`src/rtl/eq_pkg.sv`:
```
// eq_pkg: shared types and helpers for the n-band equaliser.
//   eq_state_e      - sequencing states of the equaliser datapath
//   gain_from_level - level code -> Q(FRAC_W) gain, 0.25 steps, level 3 = unity
//   acc_width       - width of the MAC accumulator
//   nbands_legal    - legal range check for the band count
package eq_pkg;

    typedef enum logic [1:0] {
        ST_IDLE  = 2'd0,
        ST_SPLIT = 2'd1,
        ST_MAC   = 2'd2,
        ST_SAT   = 2'd3
    } eq_state_e;

    function automatic int gain_from_level(input int level, input int frac_w);
        return (level + 1) << (frac_w - 2);
    endfunction

    // band (DATA_W+1) x gain (GAIN_W), plus headroom for NUM_BANDS terms
    function automatic int acc_width(input int data_w, input int gain_w, input int num_bands);
        return data_w + 1 + gain_w + $clog2(num_bands);
    endfunction

    function automatic bit nbands_legal(input int num_bands);
        return (num_bands >= 2) && (num_bands <= 8);
    endfunction

endpackage

```
`src/rtl/eq_gain_ramp.sv`:
```
// eq_gain_ramp: current-gain register of one band.
//   i_clk, i_rst_n - clock, asynchronous active-low reset (gain -> unity)
//   i_step         - one ramp step toward i_target this cycle
//   i_target       - signed Q(FRAC_W) target gain
//   o_gain         - signed Q(FRAC_W) current gain
// The gain moves by RAMP_STEP LSBs per step and lands exactly on the target
// (never overshoots). RAMP_STEP = 0 jumps straight to the target.
module eq_gain_ramp #(
    parameter int GAIN_W    = 9,
    parameter int FRAC_W    = 4,
    parameter int RAMP_STEP = 1
) (
    input  logic                     i_clk,
    input  logic                     i_rst_n,
    input  logic                     i_step,
    input  logic signed [GAIN_W-1:0] i_target,
    output logic signed [GAIN_W-1:0] o_gain
);

    localparam logic signed [GAIN_W:0] STEP = (GAIN_W + 1)'(RAMP_STEP);

    // one extra bit so the difference of two GAIN_W values cannot wrap
    logic signed [GAIN_W:0] diff;

    always_comb begin
        diff = {i_target[GAIN_W-1], i_target} - {o_gain[GAIN_W-1], o_gain};
    end

    always_ff @(posedge i_clk or negedge i_rst_n) begin
        if (!i_rst_n) begin
            o_gain <= GAIN_W'(1 << FRAC_W);
        end else if (i_step) begin
            if ((RAMP_STEP == 0) || ((diff <= STEP) && (diff >= -STEP))) begin
                o_gain <= i_target;
            end else if (diff > 0) begin
                o_gain <= o_gain + GAIN_W'(RAMP_STEP);
            end else begin
                o_gain <= o_gain - GAIN_W'(RAMP_STEP);
            end
        end
    end

endmodule

```
`src/rtl/effect_eq_nband.sv`:
```
// effect_eq_nband: NUM_BANDS-band graphic equaliser, one sample in flight.
//   i_clk, i_rst_n - clock, asynchronous active-low reset
//   i_valid/o_ready - input handshake; a sample is accepted on a rising edge
//                     where both are high. o_ready is high only when idle and
//                     i_valid while busy is dropped, never queued.
//   i_enable       - 1 equalise, 0 bypass (captured with the sample)
//   i_level        - per-band level codes, band b at [b*LEVEL_W +: LEVEL_W]
//   i_data         - signed input sample
//   o_data/o_valid - result, held; o_valid pulses one cycle per sample,
//                    NUM_BANDS+2 cycles after the accept edge
//   o_dbg_state    - current sequencing state (eq_state_e encoding)
// Flow: IDLE -> SPLIT (crossover filters and gain ramps step) -> MAC
// (NUM_BANDS cycles on one shared multiplier) -> SAT (shift, clamp) -> IDLE.
module effect_eq_nband
    import eq_pkg::*;
#(
    parameter int DATA_W    = 16,
    parameter int NUM_BANDS = 4,
    parameter int LEVEL_W   = 3,
    parameter int FRAC_W    = 4,
    parameter int RAMP_STEP = 1
) (
    input  logic                           i_clk,
    input  logic                           i_rst_n,
    input  logic                           i_valid,
    output logic                           o_ready,
    input  logic                           i_enable,
    input  logic [NUM_BANDS*LEVEL_W-1:0]   i_level,
    input  logic signed [DATA_W-1:0]       i_data,
    output logic signed [DATA_W-1:0]       o_data,
    output logic                           o_valid,
    output logic [1:0]                     o_dbg_state
);

    localparam int GAIN_W = FRAC_W + 5;
    localparam int PROD_W = DATA_W + 1 + GAIN_W;
    localparam int ACC_W  = acc_width(DATA_W, GAIN_W, NUM_BANDS);
    localparam int IDX_W  = $clog2(NUM_BANDS);
    localparam logic [IDX_W-1:0] LAST_IDX = IDX_W'(NUM_BANDS - 1);
    localparam logic signed [ACC_W-1:0] SAT_MAX =
        {{(ACC_W - DATA_W + 1){1'b0}}, {(DATA_W - 1){1'b1}}};
    localparam logic signed [ACC_W-1:0] SAT_MIN =
        {{(ACC_W - DATA_W + 1){1'b1}}, {(DATA_W - 1){1'b0}}};

    if (!nbands_legal(NUM_BANDS)) begin : g_bad_nbands
        $error("effect_eq_nband: NUM_BANDS must be in 2..8");
    end

    eq_state_e state, state_n;

    logic signed [DATA_W-1:0]     x_q;
    logic                         en_q;
    logic [NUM_BANDS*LEVEL_W-1:0] level_q;
    logic signed [DATA_W-1:0]     lp_q [NUM_BANDS-1];
    logic signed [DATA_W:0]       band [NUM_BANDS];
    logic signed [GAIN_W-1:0]     cur_gain [NUM_BANDS];
    logic signed [ACC_W-1:0]      acc_q;
    logic signed [ACC_W-1:0]      acc_shr;
    logic [IDX_W-1:0]             idx_q;
    logic signed [PROD_W-1:0]     prod;
    logic signed [DATA_W-1:0]     sat_val;
    logic                         accept;

    function automatic logic signed [DATA_W:0] sx(input logic signed [DATA_W-1:0] v);
        return {v[DATA_W-1], v};
    endfunction

    // lp += (x - lp) >>> sh; lp stays between its old value and x, so the
    // sum always fits back into DATA_W bits
    function automatic logic signed [DATA_W-1:0] lp_step(
        input logic signed [DATA_W-1:0] lp,
        input logic signed [DATA_W-1:0] x,
        input int                       sh
    );
        logic signed [DATA_W:0] d;
        d = sx(x) - sx(lp);
        return DATA_W'(sx(lp) + (d >>> sh));
    endfunction

    assign o_ready     = (state == ST_IDLE);
    assign accept      = i_valid && o_ready;
    assign o_dbg_state = state;

    always_ff @(posedge i_clk or negedge i_rst_n) begin
        if (!i_rst_n) begin
            state <= ST_IDLE;
        end else begin
            state <= state_n;
        end
    end

    always_comb begin
        state_n = state;
        case (state)
            ST_IDLE:  if (i_valid) state_n = ST_SPLIT;
            ST_SPLIT: state_n = ST_MAC;
            ST_MAC:   if (idx_q == LAST_IDX) state_n = ST_SAT;
            ST_SAT:   state_n = ST_IDLE;
            default:  state_n = ST_IDLE;
        endcase
    end

    // Bands telescope, so their sum is x exactly.
    always_comb begin
        band[0] = sx(lp_q[0]);
        for (int k = 1; k < NUM_BANDS - 1; k++) begin
            band[k] = sx(lp_q[k]) - sx(lp_q[k-1]);
        end
        band[NUM_BANDS-1] = sx(x_q) - sx(lp_q[NUM_BANDS-2]);
    end

    for (genvar b = 0; b < NUM_BANDS; b++) begin : g_band
        logic [LEVEL_W-1:0]       lvl;
        logic signed [GAIN_W-1:0] target;

        assign lvl    = level_q[b*LEVEL_W +: LEVEL_W];
        assign target = GAIN_W'(gain_from_level(int'(lvl), FRAC_W));

        eq_gain_ramp #(
            .GAIN_W    (GAIN_W),
            .FRAC_W    (FRAC_W),
            .RAMP_STEP (RAMP_STEP)
        ) u_ramp (
            .i_clk    (i_clk),
            .i_rst_n  (i_rst_n),
            .i_step   (state == ST_SPLIT),
            .i_target (target),
            .o_gain   (cur_gain[b])
        );
    end

    always_comb begin
        prod    = band[idx_q] * cur_gain[idx_q];
        acc_shr = acc_q >>> FRAC_W;
        if (acc_shr > SAT_MAX) begin
            sat_val = SAT_MAX[DATA_W-1:0];
        end else if (acc_shr < SAT_MIN) begin
            sat_val = SAT_MIN[DATA_W-1:0];
        end else begin
            sat_val = acc_shr[DATA_W-1:0];
        end
    end

    always_ff @(posedge i_clk or negedge i_rst_n) begin
        if (!i_rst_n) begin
            x_q     <= '0;
            en_q    <= 1'b0;
            level_q <= '0;
            for (int k = 0; k < NUM_BANDS - 1; k++) begin
                lp_q[k] <= '0;
            end
            acc_q   <= '0;
            idx_q   <= '0;
            o_data  <= '0;
            o_valid <= 1'b0;
        end else begin
            o_valid <= 1'b0;
            if (accept) begin
                x_q     <= i_data;
                en_q    <= i_enable;
                level_q <= i_level;
            end
            case (state)
                ST_SPLIT: begin
                    for (int k = 0; k < NUM_BANDS - 1; k++) begin
                        lp_q[k] <= lp_step(lp_q[k], x_q, 2 * (NUM_BANDS - 1 - k));
                    end
                    acc_q <= '0;
                    idx_q <= '0;
                end
                ST_MAC: begin
                    acc_q <= acc_q + {{(ACC_W - PROD_W){prod[PROD_W-1]}}, prod};
                    idx_q <= (idx_q == LAST_IDX) ? '0 : idx_q + 1'b1;
                end
                ST_SAT: begin
                    o_valid <= 1'b1;
                    o_data  <= en_q ? sat_val : x_q;
                end
                default: ;
            endcase
        end
    end

endmodule
```
`config.mk`:
```
export PLATFORM = sky130hd
export DESIGN_NAME = effect_eq_nband
export DESIGN_NICKNAME = d
export VERILOG_FILES = /design/src/rtl/eq_pkg.sv /design/src/rtl/eq_gain_ramp.sv /design/src/rtl/effect_eq_nband.sv
export SDC_FILE = /design/constraint.sdc
export NUM_CORES = 1
export LEC_CHECK = 0
export CAP_MARGIN = 20
export CORE_MARGIN = 5
export CORE_UTILIZATION = 36
export DETAILED_ROUTE_END_ITERATION = 7
export PLACE_DENSITY_LB_ADDON = 0.1
export SETUP_SLACK_MARGIN = 0.4
export SYNTH_ARGS = -nofsm -noshare
export SYNTH_HDL_FRONTEND = slang
export SYNTH_SLANG_ARGS = --single-unit
```
`constraint.sdc`:
```
create_clock -name i_clk -period 8.7 [get_ports i_clk]
set_input_delay 1.74 -clock i_clk [delete_from_list [all_inputs] [get_ports i_clk]]
set_output_delay 1.74 -clock i_clk [all_outputs]
set_load 0.02 [all_outputs]
```
==> insert_results.sql, run 1 <==
INSERT INTO impl_metrics (metric_group, metric, value, unit) VALUES
('status', 'status', 'finished clean', ''),
('critical_path', 'worst_r2r_endpoint', 'acc_q[27]$_DFFE_PN0P_', ''),
('die', 'core.rowCount', '88', ''),
('die', 'die-width', '251', 'µm'),
('placement', 'pre_cts_slack', '-0.136', 'ns'),
('placement', 'global_placer_s_final_weighted_congestion', '0.866', ''),
('timing', 'worstMarginPinSlew', '1.01', 'ns'),
('synthesis', 'syn-num-nets', '2851', ''),
('timing', 'final-hold-violation-count', '0', ''),
('clocking', 'cts.clk_slew.worst_paths', '0.08', 'ns'),
('clocking', 'cts_root_buffer', 'sky130_fd_sc_hd__clkbuf_16', ''),
('die', 'die_h', '251', 'µm'),
('timing', 'clock_skew_after_layout', '0.0146', 'ns'),
('synthesis', 'yosys.area.top_type', 'sky130_fd_sc_hd__dfrtp_1', ''),
('global_routing', 'antenna_found_initial', '1', ''),
('critical_path', 'critical-path-slowest-cell', 'sky130_fd_sc_hd__fa_1', ''),
('final_layout', 'fill_count', '5639', ''),
('timing', 'setup_repair_after_global_routing_missed_its_margin', 'true', ''),
('drt', 'wirelength', '62000', 'µm'),
('synthesis', 'yosys_warning_count', '0', ''),
('synthesis', 'post_synth_instance_area', '20900', 'µm²'),
('job', 'max_cap_violations', '0', ''),
('global_routing', 'largest_net_degree_at_the_start_of_global_routing', '88', ''),
('synthesis', 'post_synth_edffs', '0', ''),
('timing', 'report.final.setup_viol', '0', ''),
('synthesis', 'post_synth_inst_count', '2425', ''),
('synthesis', 'seq_area_frac_synth', '0.194', ''),
('worst_hold_path', 'min_path_cells', '1', ''),
('placement', 'area_post_placement', '23800', 'µm²'),
('final_layout', 'area.growth.synth_to_final', '22.1', '%'),
('critical_path', 'required', '9.07', 'ns'),
('timing', 'max_clock_freq', '116', 'MHz'),
('clocking', 'cts-buffers-inserted', '17', ''),
('clocking', 'cts_buffer_depth', '2', ''),
('final_layout', 'final_net_count', '3112', ''),
('synthesis', 'ys_types', '91', ''),
('die', 'floorplan.io_pins', '52', ''),
('critical_path', 'critPathLaunchType', 'flop', ''),
('placement', 'io_buffers', '51', ''),
('critical_path', 'critPathArrivalTime', '8.98', 'ns'),
('placement', 'dp_cells', '3385', ''),
('final_layout', 'mostFrequentLayoutCells', 'sky130_fd_sc_hd__inv_1 (285), sky130_fd_sc_hd__buf_4 (245), sky130_fd_sc_hd__ha_1 (232), sky130_fd_sc_hd__nor2_1 (218), sky130_fd_sc_hd__nand2_1 (164)', ''),
('die', 'start_util', '0.363', ''),
('die', 'floorplan.die_area', '63000', 'µm²'),
('critical_path', 'setup.worst_path.end_class', 'flop', ''),
('final_layout', 'seq_area', '4060', 'µm²'),
('final_layout', 'drive_above_1_share', '0.186', ''),
('drt', 'viasPerCell', '5.19', ''),
('global_routing', 'first_global_vias', '18300', ''),
('clocking', 'cts_num_sinks', '162', ''),
('final_layout', 'finish.cell_count_without_fillers', '3465', ''),
('synthesis', 'synth_top_cells_by_area', 'sky130_fd_sc_hd__dfrtp_1 (19%), sky130_fd_sc_hd__ha_1 (15%), sky130_fd_sc_hd__fa_1 (13%), sky130_fd_sc_hd__inv_1 (5.3%), sky130_fd_sc_hd__xnor2_1 (4.8%)', ''),
('drt', 'drt.antenna.violating_nets', '0', ''),
('timing', 'post-route-min-period', '8.61', 'ns'),
('drt', 'dr_total_vias', '18000', ''),
('final_layout', 'final_util', '0.443', ''),
('synthesis', 'yosys_most_used_dff', 'sky130_fd_sc_hd__dfrtp_1', ''),
('final_layout', 'stdcell_area', '25500', 'µm²'),
('drt', 'route.detailed.wl_per_inst', '17.9', 'µm'),
('critical_path', 'cp_max_fo', '4', ''),
('critical_path', 'buf_inv_stages_crit_path', '8', ''),
('global_routing', 'grt_pass1_wl', '98500', 'µm'),
('timing', 'post_route_worst_setup_slack', '0.0903', 'ns'),
('critical_path', 'rr_startpoint', 'lp_q[16]$_DFFE_PN0N_', ''),
('clocking', 'clk_latency', '0.50', 'ns'),
('clocking', 'cts.htree.levels', '4', ''),
('synthesis', 'avgSynthCellArea', '8.63', 'µm²'),
('timing', 'max_slew_margin', '0.324', ''),
('critical_path', 'crit_type', 'flop to flop', ''),
('worst_hold_path', 'class_of_the_worst_hold_path', 'flop to flop', ''),
('drt', 'tritonroute_pass_1_iters', '5', '');
[worst register-to-register path: cells and delay by family, from the launching register on]
| family | cells | cell delay (ns) |
|---|---|---|
| simple gates | 8 | 1.39 |
| fa+ha+maj | 9 | 3.61 |
| compound gates | 12 | 1.87 |
| xor+xnor | 2 | 0.37 |
| flops | 1 | 0.39 |
| mux | 1 | 0.11 |
| buf+inv | 8 | 0.77 |
[synth_stat cells, drive strengths merged (9+ instances only)]
cell type / n
and3: 17
a21oi: 145
a21o: 41
a31oi: 16
mux2i: 38
nor3: 46
nor2b: 44
xnor2: 114
o22ai: 31
o21bai: 23
xor2: 48
buf: 15
nor2: 225
a21boi: 15
dfrtp: 158
or3: 15
o21ai: 160
nand3: 46
nand4: 13
ha: 257
inv: 294
and2: 13
nand2: 168
o221ai: 25
a211oi: 19
clkbuf: 49
mux4: 11
nand3b: 9
o21a: 49
fa: 137
mux2: 33
nand2b: 37
[registers in the layout, summed over array words and instances (netlist names)]
register and flops:
idx_q 2, o_dbg_state 2, en_q 1, x_q 16
o_valid 1, lp_q 32, o_data 16, g_band.u_ramp.o_gain 36
level_q 12, band 16, acc_q 28
[final cells by class]
| class | count | area share |
|---|---|---|
| clock buffer | 19 | 0.0173 |
| timing repair buffer | 306 | 0.0977 |
| clock inverter | 13 | 0.00622 |
| antenna | 1 | 0.0000980 |
| sequential | 162 | 0.159 |
| tap | 765 | 0.0375 |
| multi-input combinational | 1904 | 0.639 |
| inverter | 295 | 0.0434 |
[layer usage]
metal,global-route usage,up-vias,wire length (µm)
li1,-,8925,-
met5,0,-,0
met2,0.332,236,29800
met3,0.0259,56,1670
met1,0.265,8767,29400
met4,0.0485,0,1080
[how the worst max path moves through the flow]
stage,from,endpoint,cells past startpoint
after floorplan,lp_q[16]$_DFFE_PN0N_,acc_q[27]$_DFFE_PN0P_,34
after global placement,lp_q[16]$_DFFE_PN0N_,acc_q[27]$_DFFE_PN0P_,38
after detailed placement,lp_q[16]$_DFFE_PN0N_,acc_q[27]$_DFFE_PN0P_,37
after CTS,lp_q[1]$_DFFE_PN0N_,acc_q[27]$_DFFE_PN0P_,35
after global routing,lp_q[16]$_DFFE_PN0N_,acc_q[27]$_DFFE_PN0P_,38
final,lp_q[16]$_DFFE_PN0N_,acc_q[27]$_DFFE_PN0P_,40
[timing repair]
item / CTS / global route
hold buffers: 0 / 0
buffers inserted: 26 / 19
endpoints found under the hold margin: 0 / 0
pin swaps: 49 / 98
endpoints found under the setup margin: 11 / 13
gates resized for setup: 62 / 82
[kinds of logic (layout without fill, tap and decap cells)]
logic type | count (synthesis) | count (layout) | share of synthesized area
DFF | 162 | 162 | 0.194
adders and majority gates | 394 | 394 | 0.285
AOI/OAI and AO/OA | 598 | 598 | 0.190
xor gates and xnor gates | 162 | 162 | 0.0678
buffers and inverters | 359 | 633 | 0.0651
muxes | 82 | 82 | 0.0478
other | 0 | 1 | 0
and+or+nand+nor | 668 | 668 | 0.150
[stage by stage]
step	TNS, ns	hold slack, ns
after global routing	-0.864	0.504
after floorplan	0	0.472
after CTS	0	0.490
final	0	0.486
after global placement	-0.0568	0.461
after detailed placement	-0.199	0.470
Power of run 1 is not shown: default switching activity piles up to over one toggle a cycle in this logic, so the estimate is an artifact.
==> run 2: changes to the inputs <==
--- a/config.mk
+++ b/config.mk
@@ -11,6 +11,8 @@
 export DETAILED_ROUTE_END_ITERATION = 7
 export PLACE_DENSITY_LB_ADDON = 0.1
 export SETUP_SLACK_MARGIN = 0.4
+export SKIP_LAST_GASP = 1
+export SLEW_MARGIN = 20
 export SYNTH_ARGS = -nofsm -noshare
 export SYNTH_HDL_FRONTEND = slang
 export SYNTH_SLANG_ARGS = --single-unit
==> insert_results.sql, run 2 (synthesis results as in run 1) <==
INSERT INTO impl_metrics (metric_group, metric, value, unit) VALUES
('status', 'status', 'finished clean', ''),
('drt', 'drt.antenna.violating_nets', '0', ''),
('final_layout', 'mostFrequentLayoutCells', 'sky130_fd_sc_hd__inv_1 (285), sky130_fd_sc_hd__buf_4 (244), sky130_fd_sc_hd__ha_1 (231), sky130_fd_sc_hd__nor2_1 (219), sky130_fd_sc_hd__nand2_1 (164)', ''),
('placement', 'pre_cts_slack', '-0.136', 'ns'),
('timing', 'setup_repair_after_global_routing_missed_its_margin', 'true', ''),
('drt', 'viasPerCell', '5.19', ''),
('timing', 'clock_skew_after_layout', '0.0155', 'ns'),
('clocking', 'cts.htree.levels', '4', ''),
('final_layout', 'area.growth.synth_to_final', '21.9', '%'),
('critical_path', 'setup.worst_path.end', 'acc_q[27]$_DFFE_PN0P_', ''),
('global_routing', 'antenna_found_initial', '1', ''),
('critical_path', 'critical-path-slowest-cell', 'sky130_fd_sc_hd__fa_1', ''),
('global_routing', 'globalRouteTotalUtil', '0.195', ''),
('drt', 'route.detailed.wl_per_inst', '17.9', 'µm'),
('worst_hold_path', 'class_of_the_worst_hold_path', 'flop to flop', ''),
('final_layout', 'reg.largest.list', 'g_band.u_ramp.o_gain: 36 flops, lp_q: 32 flops, acc_q: 28 flops', ''),
('critical_path', 'cp_max_fo', '5', ''),
('global_routing', 'layer_with_the_highest_usage', 'met2', ''),
('critical_path', 'setup.worst_path.end_class', 'flop', ''),
('drt', 'drc_violation_count_after_routing', '0', ''),
('final_layout', 'largest_register_ffs', '36', ''),
('die', 'floorplan.die_area', '63000', 'µm²'),
('clocking', 'clk_latency', '0.50', 'ns'),
('global_routing', 'globalRouteMet1Util', '0.265', ''),
('timing', 'whs', '0.485', 'ns'),
('critical_path', 'crit_type', 'flop to flop', ''),
('timing', 'worstMarginPinSlew', '1.01', 'ns'),
('final_layout', 'drive_above_1_share', '0.185', ''),
('critical_path', 'reg2regPathDepth', '31', ''),
('placement', 'global_placer_s_final_weighted_congestion', '0.866', ''),
('clocking', 'cts_buffer_depth', '2', ''),
('global_routing', 'first_global_vias', '18300', ''),
('drt', 'wirelength', '62000', 'µm'),
('placement', 'place_hpwl', '50100', 'µm'),
('timing', 'max_clock_freq', '116', 'MHz'),
('final_layout', 'register_with_the_most_flip_flops', 'g_band.u_ramp.o_gain', ''),
('timing', 'max_slew_margin', '0.327', ''),
('timing', 'final-hold-violation-count', '0', ''),
('clocking', 'cts_num_sinks', '162', ''),
('final_layout', 'final_util', '0.443', ''),
('die', 'core.rowCount', '88', ''),
('final_layout', 'final_net_count', '3110', ''),
('final_layout', 'stdcell_area', '25500', 'µm²'),
('die', 'die-width', '251', 'µm'),
('timing', 'final.period_utilization', '0.987', ''),
('critical_path', 'timing.critical_path.from', 'lp_q[21]$_DFFE_PN0N_', ''),
('critical_path', 'regToRegSetupSlack', '0.11', 'ns'),
('drt', 'dr_total_vias', '18000', ''),
('drt', 'tritonroute_pass_1_iters', '5', ''),
('critical_path', 'rr_startpoint', 'lp_q[21]$_DFFE_PN0N_', ''),
('clocking', 'cts.clk_slew.worst_paths', '0.08', 'ns'),
('final_layout', 'layout_commonest_cell', 'sky130_fd_sc_hd__inv_1', ''),
('clocking', 'cts_root_buffer', 'sky130_fd_sc_hd__clkbuf_16', ''),
('die', 'core_box_area', '57600', 'µm²'),
('final_layout', 'area_of_the_multi_input_gates', '16300', 'µm²'),
('global_routing', 'globalRouteMet2Util', '0.332', ''),
('die', 'die_h', '251', 'µm'),
('clocking', 'cts_hold_repair.buffers', '0', ''),
('die', 'start_util', '0.363', ''),
('placement', 'area_post_placement', '23800', 'µm²'),
('job', 'max_cap_violations', '0', ''),
('global_routing', 'largest_net_degree_at_the_start_of_global_routing', '88', ''),
('critical_path', 'critPathArrivalTime', '8.96', 'ns'),
('die', 'floorplan.io_pins', '52', ''),
('global_routing', 'grt_total_ovfl', '0', ''),
('global_routing', 'grt_pass1_wl', '98500', 'µm'),
('timing', 'final_max_slew_viol_count', '0', ''),
('final_layout', 'fill_count', '5649', ''),
('timing', 'report.final.setup_viol', '0', ''),
('critical_path', 'worst_r2r_endpoint', 'acc_q[27]$_DFFE_PN0P_', ''),
('final_layout', 'seq_area', '4060', 'µm²'),
('critical_path', 'critical_path.max_stage_delay', '0.53', 'ns'),
('critical_path', 'required', '9.07', 'ns'),
('timing', 'post-route-min-period', '8.59', 'ns'),
('drt', 'drt-initial-drc-count', '956', ''),
('placement', 'io_buffers', '51', ''),
('critical_path', 'critPathLaunchType', 'flop', ''),
('global_routing', 'grt_util_met3', '0.0259', ''),
('clocking', 'tritoncts', 'built', ''),
('timing', 'post_route_worst_setup_slack', '0.111', 'ns'),
('critical_path', 'critical_path.most_common_cell', 'sky130_fd_sc_hd__fa_1', ''),
('clocking', 'cts-buffers-inserted', '17', '');
==> run 2: cell type report <==
type,count,share of cell area
diodes,1,0.0000981
clock buffers,19,0.0174
clock inverters,13,0.00623
inverters,295,0.0434
multi-input cells,1904,0.639
flip-flops and latches,162,0.159
well taps,765,0.0375
repair buffers,304,0.0966
==> run 2: layer usage <==
layer | vias up | wire length (µm)
met1 | 8776 | 29300
met4 | 0 | 1010
met5 | - | 0
li1 | 8922 | -
met3 | 50 | 1830
met2 | 236 | 29900
==> run 2: what timing repair did <==
action	4_1_cts	5_1_grt
gates resized for setup	62	79
pin swaps	49	98
setup buffers	26	19
endpoints found under the setup margin	11	13
endpoints found under the hold margin	0	0
==> run 2: worst min path at each step <==
stage,start,to,slack [ns],cells past startpoint
4_1_cts,o_data[13]$_DFFE_PN0P_,o_data[13]$_DFFE_PN0P_,0.49,1
2_1_floorplan,lp_q[15]$_DFFE_PN0N_,lp_q[15]$_DFFE_PN0N_,0.47,1
3_5_place_dp,o_data[13]$_DFFE_PN0P_,o_data[13]$_DFFE_PN0P_,0.47,1
3_3_place_gp,o_data[3]$_DFFE_PN0P_,o_data[3]$_DFFE_PN0P_,0.46,1
6_report,o_data[13]$_DFFE_PN0P_,o_data[13]$_DFFE_PN0P_,0.48,1
5_1_grt,o_data[13]$_DFFE_PN0P_,o_data[13]$_DFFE_PN0P_,0.50,1
==> run 2: metrics by stage <==
stage                     TNS (ns)  instances
after floorplan                  0       2425
after global placement     -0.0568       3385
after detailed placement    -0.199       3385
after CTS                        0       3443
after global routing        -0.855       3462
final                            0       3463
==> run 2: worst max-delay path: cells and delay by family, from the launching register on <==
kind	cells	cell delay, ns
AND/OR/NAND/NOR	6	1.55
buffers and inverters	4	0.57
XOR/XNOR	1	0.09
AO/OA/AOI/OAI	11	2.58
flip-flops	1	0.40
multiplexers	1	0.15
adder cells (fa/ha/maj)	8	3.11
Power of run 2 is left out for the same reason.
